<file path="config.mk">
export PLATFORM = sky130hd
export DESIGN_NAME = obi_mem_responder
export DESIGN_NICKNAME = d
export VERILOG_FILES = /design/src/rtl/obi_mem_responder_pkg.sv /design/src/rtl/obi_mem_rsp_fifo.sv /design/src/rtl/obi_mem_responder.sv
export SDC_FILE = /design/constraint.sdc
export NUM_CORES = 1
export LEC_CHECK = 0
export ABC_AREA = 0
export CORE_MARGIN = 3
export CORE_UTILIZATION = 45
export CTS_CLUSTER_SIZE = 28
export DETAILED_ROUTE_END_ITERATION = 6
export GPL_TIMING_DRIVEN = 0
export SETUP_SLACK_MARGIN = 0.02
export SLEW_MARGIN = 20
export SYNTH_ARGS = -nofsm -noshare
export SYNTH_HDL_FRONTEND = slang
export SYNTH_SLANG_ARGS = --single-unit
</file>
<file path="constraint.sdc">
create_clock -name clk_i -period 21.2 [get_ports clk_i]
set_input_delay 2.12 -clock clk_i [delete_from_list [all_inputs] [get_ports clk_i]]
set_output_delay 2.12 -clock clk_i [all_outputs]
set_load 0.02 [all_outputs]
</file>
<file path="src/rtl/obi_mem_responder_pkg.sv">
// obi_mem_responder_pkg: shared constants and range check for the OBI memory responder
package obi_mem_responder_pkg;
  localparam int WordBytes = 4;
  function automatic logic in_range(input logic [63:0] off, input int unsigned num_words);
    return off < 64'(num_words) * 64'(WordBytes);
  endfunction
endpackage

</file>
<file path="src/rtl/obi_mem_rsp_fifo.sv">
// obi_mem_rsp_fifo: synchronous response FIFO with full/empty flags and occupancy count
module obi_mem_rsp_fifo #(
  parameter int Width = 8,
  parameter int Depth = 2,
  localparam int CW = $clog2(Depth + 1)
) (
  input  logic             clk_i,
  input  logic             rst_i,
  input  logic             push,
  input  logic             pop,
  input  logic [Width-1:0] wdata,
  output logic [Width-1:0] rdata,
  output logic             full,
  output logic             empty,
  output logic [CW-1:0]    count
);
  localparam int PW = Depth > 1 ? $clog2(Depth) : 1;
  logic [Width-1:0] mem [Depth];
  logic [PW-1:0] wptr, rptr;
  logic do_push, do_pop;
  assign full = count == CW'(Depth);
  assign empty = count == '0;
  assign do_push = push & ~full;
  assign do_pop = pop & ~empty;
  assign rdata = mem[rptr];
  always_ff @(posedge clk_i or posedge rst_i) begin
    if (rst_i) begin
      for (int i = 0; i < Depth; i++) mem[i] <= '0;
      wptr <= '0;
      rptr <= '0;
      count <= '0;
    end else begin
      if (do_push) mem[wptr] <= wdata;
      if (do_push) wptr <= wptr == PW'(Depth - 1) ? '0 : wptr + 1'b1;
      if (do_pop) rptr <= rptr == PW'(Depth - 1) ? '0 : rptr + 1'b1;
      count <= count + CW'(do_push) - CW'(do_pop);
    end
  end
endmodule

</file>
<file path="src/rtl/obi_mem_responder.sv">
// obi_mem_responder: OBI subordinate with byte-enabled word memory and buffered responses; OBI_MEM_RESP_ERR_EN enables range errors
module obi_mem_responder
  import obi_mem_responder_pkg::*;
#(
  parameter int                 AddrWidth = 32,
  parameter int                 DataWidth = 32,
  parameter int                 IdWidth   = 1,
  parameter int                 NumWords  = 16,
  parameter logic [AddrWidth-1:0] BaseAddr = '0,
  parameter int                 RspDepth  = 2
) (
  input  logic                   clk_i,
  input  logic                   rst_i,
  input  logic                   req_i,
  output logic                   gnt_o,
  input  logic [AddrWidth-1:0]   addr_i,
  input  logic                   we_i,
  input  logic [DataWidth/8-1:0] be_i,
  input  logic [DataWidth-1:0]   wdata_i,
  input  logic [IdWidth-1:0]     aid_i,
  output logic                   rvalid_o,
  input  logic                   rready_i,
  output logic [DataWidth-1:0]   rdata_o,
  output logic [IdWidth-1:0]     rid_o,
  output logic                   err_o
);
  localparam int IW = $clog2(NumWords);
  localparam int CW = $clog2(RspDepth + 1);
  typedef struct packed {
    logic [DataWidth-1:0] rdata;
    logic [IdWidth-1:0]   rid;
    logic                 err;
  } rsp_entry_t;
  logic [DataWidth-1:0] mem [NumWords];
  logic [AddrWidth-1:0] off;
  logic [IW-1:0] idx;
  logic hs, err, full, empty, unused;
  logic [CW-1:0] count;
  rsp_entry_t push_e, head;
  assign gnt_o = ~full;
  assign hs = req_i & gnt_o;
  assign off = addr_i - BaseAddr;
  assign idx = off[IW+1:2];
`ifdef OBI_MEM_RESP_ERR_EN
  assign err = ~in_range(64'(off), NumWords);
`else
  assign err = 1'b0;
`endif
  assign unused = ^{off, count};
  assign push_e = '{rdata: (we_i | err) ? '0 : mem[idx], rid: aid_i, err: err};
  always_ff @(posedge clk_i or posedge rst_i) begin
    if (rst_i) begin
      for (int w = 0; w < NumWords; w++) mem[w] <= '0;
    end else if (hs & we_i & ~err) begin
      for (int b = 0; b < DataWidth / 8; b++)
        if (be_i[b]) mem[idx][b*8+:8] <= wdata_i[b*8+:8];
    end
  end
  obi_mem_rsp_fifo #(.Width($bits(rsp_entry_t)), .Depth(RspDepth)) u_fifo (
    .clk_i (clk_i),
    .rst_i (rst_i),
    .push  (hs),
    .pop   (rvalid_o & rready_i),
    .wdata (push_e),
    .rdata (head),
    .full  (full),
    .empty (empty),
    .count (count)
  );
  assign rvalid_o = ~empty;
  assign rdata_o = head.rdata;
  assign rid_o = head.rid;
  assign err_o = head.err;
endmodule
</file>
==> results.ini <==
[setup_path]
crit_path_end_kind=output port
crit_chain=clkbuf_1 > buf_1 > mux2_2 > clkdlybuf4s50_1
worst_ep_arrival_time_ns=3.30
cp.required_ns=19.08
crit_path_max_incr_delay_ns=0.89
cpMaxStageDelayCell=buf_1
critPathTopFamily=buffers and inverters
crit_type=flop to output port
critPathBufInv=3
worst_setup_path_start_kind=flop
cp_max_fo=10

[finish]
syn2layout_area_growth_pct=15.0
fin_nets=1852
drive_gt1_share_pct=48.0
final_area_um2=30100
register_area_um2=14600
diodes=0
fillers=4710
multi_input_area_um2=11100
final_cells=2575

[sta]
setup_viol=0
hold_violations=0
rsz0062_at_grt=no
tightest_slew_ns=1.12
worst_clock_skew_ns=0.0186
fin_crit_sh_pct=25.6
period_minus_slack_ns=5.42
max_slew_margin_pct=25.2
drv_slew=0
fmaxAchievable_mhz=185

[clocking]
h-tree-depth=3
clockBufferDepth=3
cts_tree=done
root_buffer=clkbuf_16
cts_resized=0
cts_buffers=66
clk_latency_ns=0.60
post_cts_buffers=0
cts.sinks=582
hold_buffers=0
path_clk_slew_ns=0.05

[routing]
wl_met3_um=3720
drt_iter0_markers=937
drc=0
wire_per_inst_um=27.8
drt_first_pass_iters=5
routed_via_density=5.92
wl_met2_um=33800
routed_wl_um=71500
ant_nets=0
wl_met1_um=31800
vias=15251
top_layer=met5

[power]
total_leakage_power_nw=13.7
power.density_nw_per_um2=106
irDropWorstVdd_mv=0.0709

[yosys]
yosysWarnings=0
synthDistinctLibCells=30
synth.avg_cell_area_um2=16.1
ys_seq_elements=582
ys.flop_type=dfrtp_1
synth_edf_count=0
netlist_instances=1629
async_flop_share_pct=100
synth-seq-area-share_pct=55.6
syn_area_um2=26200
syn_nets=1705

[die]
core-area_um2=56900
rows=87
die_w_um=247
die_h_um=247
initial_core_util_pct=46.0
io_pins=110
die_area_um2=61100

[grt]
grt_start_max_net_pins=109
grt_overflow=0
antenna_found_initial=2
grt_pass1_wl_um=108000
grt_pass1_vias=16397
grt.total_usage_pct=24.2

[placed_design]
portBuffers=74
dpl_cell_area_um2=28000
gp_congestion=0.775
hpwl_um=45500
place_inst=2464

[status]
outcome=finished, final reports clean

[hold_path]
min_path_type=flop to flop

[flow_run]
maxCapViolations=0

-- layout make-up --
type | count | share of cell area (%)
sequential | 582 | 48.4
multi-input combinational | 941 | 37.0
clock buffer | 107 | 6.78
tap | 756 | 3.14
timing repair buffer | 79 | 2.92
buffer | 103 | 1.60
clock inverter | 4 | 0.162
inverter | 3 | 0.0623
-- metrics by stage --
| stage | total power [W] | setup WS, ns | utilization [%] | setup TNS, ns | hold WS (ns) |
|---|---|---|---|---|---|
| finish | 0.00319 | 15.78 | 52.9 | 0 | 0.485 |
| global route | 0.00333 | 15.70 | 52.9 | 0 | 0.501 |
| CTS | 0.00322 | 15.66 | 52.9 | 0 | 0.487 |
| detailed placement | 0.00209 | 16.33 | 49.2 | 0 | 0.473 |
| global placement | 0.00207 | -3.53 | 49.0 | -2002.38 | 0.463 |
| floorplan | 0.00187 | 2.80 | - | 0 | 0.452 |
-- flip-flops by register name, indices dropped and copies added (netlist names) --
signal        flops
mem             512
u_fifo.mem       66
u_fifo.count      2
u_fifo.rptr       1
u_fifo.wptr       1
-- cell usage after synthesis (4+ instances only) --
library cell	number	area [um^2]
nor2_2	30	188
mux2_1	14	158
nand4_4	4	85.1
a22oi_1	64	480
nor2_4	31	349
mux2_2	533	6000
clkbuf_1	57	214
buf_4	13	97.6
nand2_2	4	25.0
a22o_1	64	561
nand3_1	4	20.0
nand2_1	41	154
dfrtp_1	582	14600
buf_2	28	140
nor4_4	4	85.1
mux4_2	128	2880
buf_1	4	15.0
-- layer usage --
layer,up-vias,GRT usage (%)
li1,6424,-
met1,8309,34.3
met2,395,38.1
met3,119,4.68
met4,4,7.40
met5,-,0
-- cell usage in the layout (no fill, tap or decap), types with 5 or more instances in the layout --
| cell | instances |
|---|---|
| mux4_2 | 128 |
| buf_16 | 5 |
| clkdlybuf4s50_1 | 74 |
| a22o_1 | 64 |
| clkbuf_1 | 78 |
| nor2_4 | 31 |
| nand2_1 | 41 |
| nor2_2 | 30 |
| mux2_2 | 533 |
| buf_4 | 13 |
| mux2_1 | 14 |
| a22oi_1 | 64 |
| clkbuf_8 | 13 |
| buf_2 | 28 |
| dfrtp_1 | 582 |
| clkbuf_16 | 71 |
-- cell families after synthesis --
kind of cell / Yosys count / synth area share, %
XOR/XNOR: 4 / 0.134
flip-flops: 582 / 55.6
AND/OR/NAND/NOR: 131 / 3.76
AO/OA/AOI/OAI: 128 / 3.98
buffers and inverters: 106 / 1.87
other: 1 / 0.0143
multiplexers: 675 / 34.5
adder cells (fa/ha/maj): 2 / 0.0956
-- worst reg2reg max path, cell delays in order, from the launching register on --
cell,delay [ns]
dfrtp_1,0.39
nand2b_1,0.15
buf_4,0.27
nand3b_1,0.40
nor2_1,0.54
clkbuf_1,0.70
a22o_1,0.25
-- power by group --
part	total, W	internal, W	leakage [nW]	switching [W]
logic	0.000635	0.000336	4.80	0.000299
registers	0.00144	0.00133	7.83	0.000107
clock network	0.00111	0.000667	1.02	0.000447
total	0.00319	0.00233	13.7	0.000853
-- final timing paths --
| kind | depth (start not counted) | slack [ns] | start | to |
|---|---|---|---|---|
| hold / removal | 1 | 0.48 | mem[353] | mem[353] |
| min in group asynchronous | 2 | 2.04 | rst_i | mem[375] |
| setup reg to reg | 6 | 18.44 | u_fifo.count[1] | u_fifo.mem[43] |
| hold reg to reg | 1 | 0.48 | mem[353] | mem[353] |
| setup / recovery | 4 | 15.78 | u_fifo.rptr | rdata_o[0] |
| max in group asynchronous | 5 | 17.23 | rst_i | mem[291] |
(Power assumes the default switching activity.)
